==> config.mk <==
export PLATFORM = sky130hd
export DESIGN_NAME = tour_cmd_replay
export DESIGN_NICKNAME = d
export VERILOG_FILES = /design/src/rtl/knight_pkg.sv /design/src/rtl/tour_move_decode.sv /design/src/rtl/tour_cmd_replay.sv
export SDC_FILE = /design/constraint.sdc
export NUM_CORES = 1
export LEC_CHECK = 0
export ABC_CLOCK_PERIOD_IN_PS = 1200
export BUFFER_PORTS_ARGS = -buffer_cell sky130_fd_sc_hd__buf_4
export CAP_MARGIN = 40
export CORE_MARGIN = 10
export CORE_UTILIZATION = 37
export DETAILED_ROUTE_END_ITERATION = 10
export PLACE_DENSITY = 0.87
export SYNTH_ARGS = -nofsm -noshare
export SYNTH_HDL_FRONTEND = slang
export SYNTH_SLANG_ARGS = --single-unit
==> constraint.sdc <==
create_clock -name clk -period 1.2 [get_ports clk]
set_input_delay 0 -clock clk [delete_from_list [all_inputs] [get_ports clk]]
set_output_delay 0 -clock clk [all_outputs]
set_load 0.01 [all_outputs]
==> src/rtl/knight_pkg.sv <==
// Shared constants and types for the knight's-tour command replay block.
// Move-bit indices, headings, opcodes, response bytes and the replay state type.
package knight_pkg;

    localparam int DEF_NUM_MOVES = 24;

    // Bit positions inside the one-hot move byte, named (vertical leg, horizontal leg)
    localparam int MV_N2_E1 = 0;
    localparam int MV_N2_W1 = 1;
    localparam int MV_N1_W2 = 2;
    localparam int MV_S1_W2 = 3;
    localparam int MV_S2_W1 = 4;
    localparam int MV_S2_E1 = 5;
    localparam int MV_S1_E2 = 6;
    localparam int MV_N1_E2 = 7;

    localparam logic [7:0] HEAD_N = 8'h00;
    localparam logic [7:0] HEAD_W = 8'h3F;
    localparam logic [7:0] HEAD_S = 8'h7F;
    localparam logic [7:0] HEAD_E = 8'hBF;

    localparam logic [3:0] OP_MOVE         = 4'b0010;
    localparam logic [3:0] OP_MOVE_FANFARE = 4'b0011;

    localparam logic [7:0] RESP_TOUR = 8'h5A;
    localparam logic [7:0] RESP_IDLE = 8'hA5;

    typedef enum logic [2:0] {
        ST_IDLE  = 3'd0,
        ST_VERT  = 3'd1,
        ST_HOLDV = 3'd2,
        ST_HORZ  = 3'd3,
        ST_HOLDH = 3'd4
    } replay_state_t;

    function automatic logic [15:0] make_cmd(input logic [3:0] op,
                                             input logic [7:0] head,
                                             input logic [3:0] cnt);
        return {op, head, cnt};
    endfunction

endpackage

==> src/rtl/tour_move_decode.sv <==
// Splits a one-hot knight move into vertical and horizontal legs.
// Lowest set bit wins; an all-zero move yields two zero-length north legs.
module tour_move_decode
    import knight_pkg::*;
(
    input  logic [7:0] move,
    output logic [7:0] vert_head,
    output logic [3:0] vert_cnt,
    output logic [7:0] horz_head,
    output logic [3:0] horz_cnt
);

    // Priority decode of the move byte into two legs
    always_comb begin
        vert_head = HEAD_N;
        vert_cnt  = 4'd0;
        horz_head = HEAD_N;
        horz_cnt  = 4'd0;
        if (move[MV_N2_E1]) begin
            vert_head = HEAD_N; vert_cnt = 4'd2;
            horz_head = HEAD_E; horz_cnt = 4'd1;
        end else if (move[MV_N2_W1]) begin
            vert_head = HEAD_N; vert_cnt = 4'd2;
            horz_head = HEAD_W; horz_cnt = 4'd1;
        end else if (move[MV_N1_W2]) begin
            vert_head = HEAD_N; vert_cnt = 4'd1;
            horz_head = HEAD_W; horz_cnt = 4'd2;
        end else if (move[MV_S1_W2]) begin
            vert_head = HEAD_S; vert_cnt = 4'd1;
            horz_head = HEAD_W; horz_cnt = 4'd2;
        end else if (move[MV_S2_W1]) begin
            vert_head = HEAD_S; vert_cnt = 4'd2;
            horz_head = HEAD_W; horz_cnt = 4'd1;
        end else if (move[MV_S2_E1]) begin
            vert_head = HEAD_S; vert_cnt = 4'd2;
            horz_head = HEAD_E; horz_cnt = 4'd1;
        end else if (move[MV_S1_E2]) begin
            vert_head = HEAD_S; vert_cnt = 4'd1;
            horz_head = HEAD_E; horz_cnt = 4'd2;
        end else if (move[MV_N1_E2]) begin
            vert_head = HEAD_N; vert_cnt = 4'd1;
            horz_head = HEAD_E; horz_cnt = 4'd2;
        end else begin
            vert_head = HEAD_N; vert_cnt = 4'd0;
            horz_head = HEAD_N; horz_cnt = 4'd0;
        end
    end

endmodule

==> src/rtl/tour_cmd_replay.sv <==
// Replays a solved knight's tour as vertical/horizontal move commands, else forwards UART.
// Optional build macro TOUR_FANFARE_EN: horizontal legs use the fanfare opcode.
module tour_cmd_replay
    import knight_pkg::*;
#(
    parameter int NUM_MOVES = DEF_NUM_MOVES
) (
    input  logic        clk,
    input  logic        rst_n,
    input  logic        start_tour,
    input  logic [7:0]  move,
    output logic [4:0]  mv_indx,
    input  logic [15:0] cmd_UART,
    input  logic        cmd_rdy_UART,
    output logic        clr_cmd_rdy_UART,
    output logic [15:0] cmd,
    output logic        cmd_rdy,
    input  logic        clr_cmd_rdy,
    input  logic        send_resp,
    output logic [7:0]  resp
);

    localparam logic [4:0] LAST_IDX = 5'(NUM_MOVES - 1);

`ifdef TOUR_FANFARE_EN
    localparam logic [3:0] HORZ_OP = OP_MOVE_FANFARE;
`else
    localparam logic [3:0] HORZ_OP = OP_MOVE;
`endif

    replay_state_t state_r;
    replay_state_t state_nxt_s;
    logic [4:0]    mv_indx_r;
    logic [4:0]    mv_indx_nxt_s;

    logic [7:0]    vert_head_s;
    logic [3:0]    vert_cnt_s;
    logic [7:0]    horz_head_s;
    logic [3:0]    horz_cnt_s;
    logic [15:0]   vert_cmd_s;
    logic [15:0]   horz_cmd_s;

    tour_move_decode u_decode (
        .move      (move),
        .vert_head (vert_head_s),
        .vert_cnt  (vert_cnt_s),
        .horz_head (horz_head_s),
        .horz_cnt  (horz_cnt_s)
    );

    assign vert_cmd_s = make_cmd(OP_MOVE, vert_head_s, vert_cnt_s);
    assign horz_cmd_s = make_cmd(HORZ_OP, horz_head_s, horz_cnt_s);
    assign mv_indx    = mv_indx_r;

    // Next-state and move-index logic; holds only advance on send_resp, issues only on clr_cmd_rdy
    always_comb begin
        state_nxt_s   = state_r;
        mv_indx_nxt_s = mv_indx_r;
        case (state_r)
            ST_IDLE: begin
                if (start_tour) begin
                    state_nxt_s   = ST_VERT;
                    mv_indx_nxt_s = 5'd0;
                end else begin
                    state_nxt_s   = ST_IDLE;
                end
            end
            ST_VERT: begin
                if (clr_cmd_rdy) begin
                    state_nxt_s = ST_HOLDV;
                end else begin
                    state_nxt_s = ST_VERT;
                end
            end
            ST_HOLDV: begin
                if (send_resp) begin
                    state_nxt_s = ST_HORZ;
                end else begin
                    state_nxt_s = ST_HOLDV;
                end
            end
            ST_HORZ: begin
                if (clr_cmd_rdy) begin
                    state_nxt_s = ST_HOLDH;
                end else begin
                    state_nxt_s = ST_HORZ;
                end
            end
            ST_HOLDH: begin
                if (send_resp) begin
                    if (mv_indx_r == LAST_IDX) begin
                        state_nxt_s = ST_IDLE;
                    end else begin
                        state_nxt_s   = ST_VERT;
                        mv_indx_nxt_s = mv_indx_r + 5'd1;
                    end
                end else begin
                    state_nxt_s = ST_HOLDH;
                end
            end
            default: begin
                state_nxt_s   = ST_IDLE;
                mv_indx_nxt_s = 5'd0;
            end
        endcase
    end

    // State and move-index registers
    always_ff @(posedge clk or negedge rst_n) begin
        if (!rst_n) begin
            state_r   <= ST_IDLE;
            mv_indx_r <= 5'd0;
        end else begin
            state_r   <= state_nxt_s;
            mv_indx_r <= mv_indx_nxt_s;
        end
    end

    // Output mux: UART passthrough in IDLE, tour legs otherwise (UART stalled)
    always_comb begin
        cmd              = cmd_UART;
        cmd_rdy          = cmd_rdy_UART;
        clr_cmd_rdy_UART = clr_cmd_rdy;
        resp             = RESP_IDLE;
        case (state_r)
            ST_IDLE: begin
                cmd              = cmd_UART;
                cmd_rdy          = cmd_rdy_UART;
                clr_cmd_rdy_UART = clr_cmd_rdy;
                resp             = RESP_IDLE;
            end
            ST_VERT: begin
                cmd              = vert_cmd_s;
                cmd_rdy          = 1'b1;
                clr_cmd_rdy_UART = 1'b0;
                resp             = RESP_TOUR;
            end
            ST_HOLDV: begin
                cmd              = vert_cmd_s;
                cmd_rdy          = 1'b0;
                clr_cmd_rdy_UART = 1'b0;
                resp             = RESP_TOUR;
            end
            ST_HORZ: begin
                cmd              = horz_cmd_s;
                cmd_rdy          = 1'b1;
                clr_cmd_rdy_UART = 1'b0;
                resp             = RESP_TOUR;
            end
            ST_HOLDH: begin
                cmd              = horz_cmd_s;
                cmd_rdy          = 1'b0;
                clr_cmd_rdy_UART = 1'b0;
                resp             = RESP_TOUR;
            end
            default: begin
                cmd              = cmd_UART;
                cmd_rdy          = cmd_rdy_UART;
                clr_cmd_rdy_UART = clr_cmd_rdy;
                resp             = RESP_IDLE;
            end
        endcase
    end

endmodule

==> Word level (Yosys, flattened, before mapping) <==
Cells that the tools add are included.
{ "totals": {"regBits": 8, "out_inout_bits": 31} }
{ "op_classes": {"eq_ne": 8, "muxes": 46, "bitwise": 1, "reduce_logical": 8, "addsub": 1} }
{ "ops": {"columns": ["cell", "count"], "rows": [
  ["8-bit two-way mux", 15],
  ["4-bit two-way mux", 14],
  ["16-bit one-hot mux with 2 select lines", 1],
  ["5-bit two-way mux", 3],
  ["3-bit one-hot mux with 5 select lines", 1],
  ["5-bit one-hot mux with 3 select lines", 1],
  ["2-bit OR reduction", 4],
  ["7-bit two-way mux", 1],
  ["3-bit by 2-bit == test with 1-bit output (second input constant)", 2],
  ["3-bit two-way mux", 2],
  ["2-bit inequality test (second input constant)", 3],
  ["5-bit by 1-bit adder with 5-bit output (second input constant)", 1],
  ["5-bit == test (second input constant)", 1],
  ["1-bit two-way mux", 5],
  ["2-bit two-way mux", 2],
  ["4-bit AND reduction", 1],
  ["4-bit OR reduction", 1],
  ["3-bit by 1-bit == test with 1-bit output (second input constant)", 1],
  ["3-bit == test (second input constant)", 1],
  ["3-bit logical NOT", 1],
  ["3-bit OR reduction", 1],
  ["1-bit one-hot mux with 2 select lines", 1],
  ["1-bit inverter", 1]
]} }

==> Logic depth before layout (Yosys ltp) <==
{ "logic_depth": {"word_depth": 9, "ltp_mapped": 8, "depth_no_buf": 6} }

==> Hierarchy <==
Synthesis repeated with hierarchy kept, for this count alone.
{ "unflattened": {"cells_unflattened": 179, "area_unflattened_um2": 1537.7} }
{ "modules_own_cells": {"columns": ["mod", "cells_each", "seq_area_each_um2", "area_per_inst_um2", "n_inst"], "rows": [
  ["tour_cmd_replay", 148, 200.2, 1313.8, 1],
  ["tour_move_decode", 31, 0.0, 224.0, 1]
]} }

==> Worst setup path before layout <==
Ideal clock, no wire load.
{ "synth_timing": {"path_kind": "register -> register", "start": "register mv_indx_r[0], in the netlist mv_indx[0]", "end": "register mv_indx_r[3], in the netlist mv_indx[3]", "arrival_time_ps": 1273, "path_slack_ps": -194, "path_stages_with_launch": 7, "cell_sequence": "dfrtp_1 ha_1 nand4b_1 and3_1 nand4_1 xor2_1 nor2_1"} }
{ "synth_between": {"elab_chain_cells": 4, "elab_cells_between_ends": 7, "classes_between": "add/sub: 1; eq/ne: 2; mux: 3; reduce/logical: 1"} }
{ "synth_rtl": {"columns": ["element", "line", "text"], "rows": [
  ["start, declared", "tour_cmd_replay.sv:33", "logic [4:0] mv_indx_r;"],
  ["start signal, assigned", "tour_cmd_replay.sv:115", "mv_indx_r <= mv_indx_nxt_s;"],
  ["5-bit by 1-bit adder with 5-bit output", "tour_cmd_replay.sv:95", "mv_indx_nxt_s = mv_indx_r + 5'd1;"],
  ["5-bit two-way mux", "tour_cmd_replay.sv:91", "if (mv_indx_r == LAST_IDX) begin"],
  ["5-bit two-way mux", "tour_cmd_replay.sv:90", "if (send_resp) begin"],
  ["5-bit one-hot mux with 3 select lines", "tour_cmd_replay.sv:59", "case (state_r)"]
]} }
Several ways; a longest one is shown, not always the timed one. The select of a mux whose other input is x is not followed.
A chain may end at the register's enable or synchronous reset.

==> Worst setup path in the final report <==
{ "layout_timing": {"start": "register state_r[0]", "end": "output cmd[1]"} }
{ "layout_between": {"elab_chain_cells": 3, "elab_cells_between_ends": 7, "classes_between": "eq/ne: 4; mux: 1; reduce/logical: 2"} }
{ "layout_rtl": {"columns": ["element", "line", "text"], "rows": [
  ["start, declared", "tour_cmd_replay.sv:31", "replay_state_t state_r;"],
  ["start signal, assigned", "tour_cmd_replay.sv:114", "state_r <= state_nxt_s;"],
  ["3-bit == test (tied with other cells)", "tour_cmd_replay.sv:125", "case (state_r)"],
  ["2-bit OR reduction (no source line)", null, null],
  ["16-bit one-hot mux with 2 select lines *", "tour_cmd_replay.sv:125", null],
  ["end, declared", "tour_cmd_replay.sv:16", "output logic [15:0] cmd,"]
]} }
Every way passes the cells marked *; elsewhere a longest branch is shown, timed or not.

==> reports/metrics.yaml <==
postSynthCellCount: 106
most_numerous_cell_types_in_the_synthesized_netlist: "sky130_fd_sc_hd__nor2_1 (13), sky130_fd_sc_hd__dfrtp_1 (8), sky130_fd_sc_hd__nand2_1 (8), sky130_fd_sc_hd__a21o_1 (7), sky130_fd_sc_hd__buf_4 (7)"
yosysUniqueCellTypes: 43
final_min_period_over_clock_period: 1.388
floorplan.initialDensity: 0.3929
synth_area_leader_cell: "sky130_fd_sc_hd__dfrtp_1"
met1_length_microns: 1800
xor_xnor_cell_area_share_of_the_yosys_netlist: 0.02966
rr_startpoint: "state_r[1]$_DFF_PN0_"
vias_per_cell: 5.769
grt_setup_unrepaired: "yes"
layout_setup_ws_ns: -0.4661
total_routing_resource_utilization_after_global_routing: 0.1957
yosys.cell_count.top_type: "sky130_fd_sc_hd__nor2_1"
maxCapViolations: 0
ctsRootBufferMaster: "sky130_fd_sc_hd__clkbuf_4"
ys_top_cells_by_area: "sky130_fd_sc_hd__dfrtp_1 (23%), sky130_fd_sc_hd__a21o_1 (5.9%), sky130_fd_sc_hd__buf_4 (5.9%), sky130_fd_sc_hd__nor2_1 (5.5%), sky130_fd_sc_hd__and2_1 (4.2%)"
placed_cell_area_sq_um: 1500
vias: 1321
clk_path_buf_depth: 2
critPathKind: "flip-flop to primary output"
max_slew.worst_pin.slew_ns: 0.6148
post_layout_nonfiller_instances: 229
power.combinational.fraction: 0.887
areal_power_density_over_the_cells_nw_per_um2: 3119
synth_nets: 137
critical_path.startpoint_type: "flip-flop"
grt_antenna_before_repair: 0
met2_wl_post_dr_microns: 2923
hp-class: "input port to flip-flop"
met3_wirelength_microns: 463
cts_tree: "yes"
core_sq_um: 2255
drtAntennaViolNets: 0
dpl.cell_count: 207
place_congestion: 0.7980
min_period_ns: 1.666
maxSlewViolCount: 0
ff2ff_path_depth: 6
critical_path.most_common_cell: "sky130_fd_sc_hd__buf_6"
synth_top_flop_cell: "sky130_fd_sc_hd__dfrtp_1"
grt_max_degree: 9
share_of_synthesized_flip_flops_with_an_asynchronous_set_or_reset: 1.000
largest_vdd_supply_drop_v: 0.002998
outcome: "finished with violations"
fmaxAchievable_mhz: 600.2
worst_clock_skew_ns: 0.009294
insertedDiodeCount: 0
grt_pass1_wl_microns: 7017
synth_adder_area_share: 0.01412
critPathRequiredTime_ns: 1.20
critPathCaptureType: "primary output"
fill_cell_total_of_the_finished_layout: 103
final_design_area_no_fill_sq_um: 1967
ys.warnings.count: 0
failed_checks: "setup timing"
cts-htree-levels: 1
detailed_placement_wirelength_estimate_microns: 2917
clk_transition_reported_paths_ns: 0.05
synth.avg_cell_area_sq_um: 8.357
critical_path.slowest_cell: "sky130_fd_sc_hd__dfrtp_2"
io_buffer_count: 60
yosysSeqAreaShare: 0.2260
min_delay_path_depth: 4
p_leak_nw: 0.9919
whs_endpoint: "state_r[0]$_DFF_PN0_"
synth.area.mux_share: 0.03390
wirelength_microns: 5478
io_pins: 61
dr.pass1.iters: 4
complex_gate_fraction_of_the_synthesized_area: 0.2924
number_of_synthesized_flops_with_an_enable_pin: 0
floorplan.die_area_sq_um: 4751
globalRoute.totalOverflow: 0
critical_path.max_stage_delay_ns: 0.47
crit-reg2reg-capture: "mv_indx[1]$_DFFE_PN0P_"
slew_headroom: 0.5863
critical_path_source: "state_r[0]$_DFF_PN0_"
clkSinkCount: 8
insertion_delay_ns: 0.27
power.share.sequential: 0.078
layout_cell_share_with_drive_strength_beyond_1: 0.7363
highest_routed_layer: "met4"
switchingPower_mw: 2.609
totalNegativeSetupSlack_ns: -12.94
critical_path.cell_chain: "nor2_4, nand2_4, o21ai_4, buf_6, buf_6, a32oi_2, o311ai_1, buf_4"
height_of_the_die_microns: 68.93
simple_gate_share_of_the_synthesized_area: 0.2924
floorplan.rows: 17
dieWidth_microns: 68.93
synthDominantCellAreaShare: 0.2260
synth_top_family_by_area: "simple AND/OR/NAND/NOR gates"
crit_arrival_ns: 1.67
remaining_drc_errors: 0
power.share.clock: 0.035
syn_area_sq_um: 885.9
dp_slack_ns: -0.2484
layout.nets: 234
vias_in_the_first_global_route: 1363
critical_path.max_fanout: 5
hold_violations: 0
cellInternalPower_mw: 3.526
r2r_slack_ns: -0.45
area_growth_syn_to_layout_pct: 122.0
timing.hold.worst.start: "clr_cmd_rdy"
tritoncts.num_buffers: 3
ys_ff_latch: 8
detail_route.wl_per_cell_microns: 23.92
drt-initial-drc-count: 95
switching_share: 0.4253
setup_viol: 34
through the flow:
step	power [mW]	hold slack, ns	utilization
final	6.136	0.05966	0.8724
after global placement	3.923	-0.1779	0.6654
after detailed placement	4.021	-0.1757	0.6654
after global routing	6.407	0.06786	0.8724
after floorplan	2.564	-0.2956	-
after CTS	5.666	0.03911	0.8307
area by class of cell:
class / instances / area, sq um / share of cell area
repair buffers: 103 / 944.7 / 0.4803
multi-input cells: 85 / 745.7 / 0.3791
flip-flops and latches: 8 / 203.9 / 0.1037
well taps: 28 / 35.03 / 0.01781
clock buffers: 3 / 22.52 / 0.01145
inverters: 2 / 15.01 / 0.007634
cells by family (layout without fill, tap and decap cells):
logic type / count (synthesis) / after routing
xor gates and xnor gates: 3 / 3
AOI/OAI and AO/OA: 31 / 31
buffers and inverters: 13 / 108
DFF: 8 / 8
muxes: 3 / 3
adders and majority gates: 1 / 1
and+or+nand+nor: 47 / 47
layout by cell type (no fill, tap or decap), drive strengths merged, types with 2 or more instances in the layout:
cell type	synthesis	layout
nand2b	4	4
o21ai	7	7
clkbuf	0	4
dfrtp	8	8
buf	11	100
nor4	3	3
nand2	10	10
a21o	8	8
and3	2	2
a21oi	5	5
a22o	2	2
mux2i	3	3
nand4	2	2
nor2	15	15
a211oi	2	2
and2	6	6
dlygate4sd3	0	2
xor2	2	2
inv	2	2
timing repair:
item                                   4_1_cts  5_1_grt
setup endpoints to repair                   32       34
buffers inserted                            12        5
pin swaps                                   26       14
resized for setup                           54       15
endpoints found under the hold margin        9        0
hold buffers                                 2        0
cloned                                       1        0
worst max path at each step:
stage                                        end  slack, ns
after detailed placement  mv_indx[2]$_DFFE_PN0P_      -0.25
after floorplan           mv_indx[3]$_DFFE_PN0P_      -0.12
after CTS                                 cmd[1]      -0.41
after global placement    mv_indx[1]$_DFFE_PN0P_      -0.20
final                                     cmd[1]      -0.47
after global routing                      cmd[0]      -0.51
registers in the layout (all words and copies together) (netlist names):
name / count
state_r: 3
mv_indx: 5
routing by layer:
| layer | global-route usage | vias up |
|---|---|---|
| met5 | 0 | - |
| met2 | 0.3607 | 99 |
| met1 | 0.1934 | 626 |
| met3 | 0.04831 | 29 |
| met4 | 0.1133 | 0 |
| li1 | - | 567 |
power by group through the flow:
stage | Combinational (mW) | Sequential, mW | Clock (mW)
floorplan | 2.16 | 0.401 | 0
global placement | 3.47 | 0.448 | 0
detailed placement | 3.56 | 0.460 | 0
CTS | 4.99 | 0.464 | 0.213
global route | 5.70 | 0.487 | 0.224
finish | 5.44 | 0.479 | 0.217
critical path, delay by kind of cell, from the launching register on:
| family | cells | cell delay (ns) |
|---|---|---|
| AOI/OAI and AO/OA | 3 | 0.24 |
| buffers and inverters | 3 | 0.41 |
| DFF | 1 | 0.47 |
| and+or+nand+nor | 2 | 0.29 |
Power figures use the tool's default switching activity.
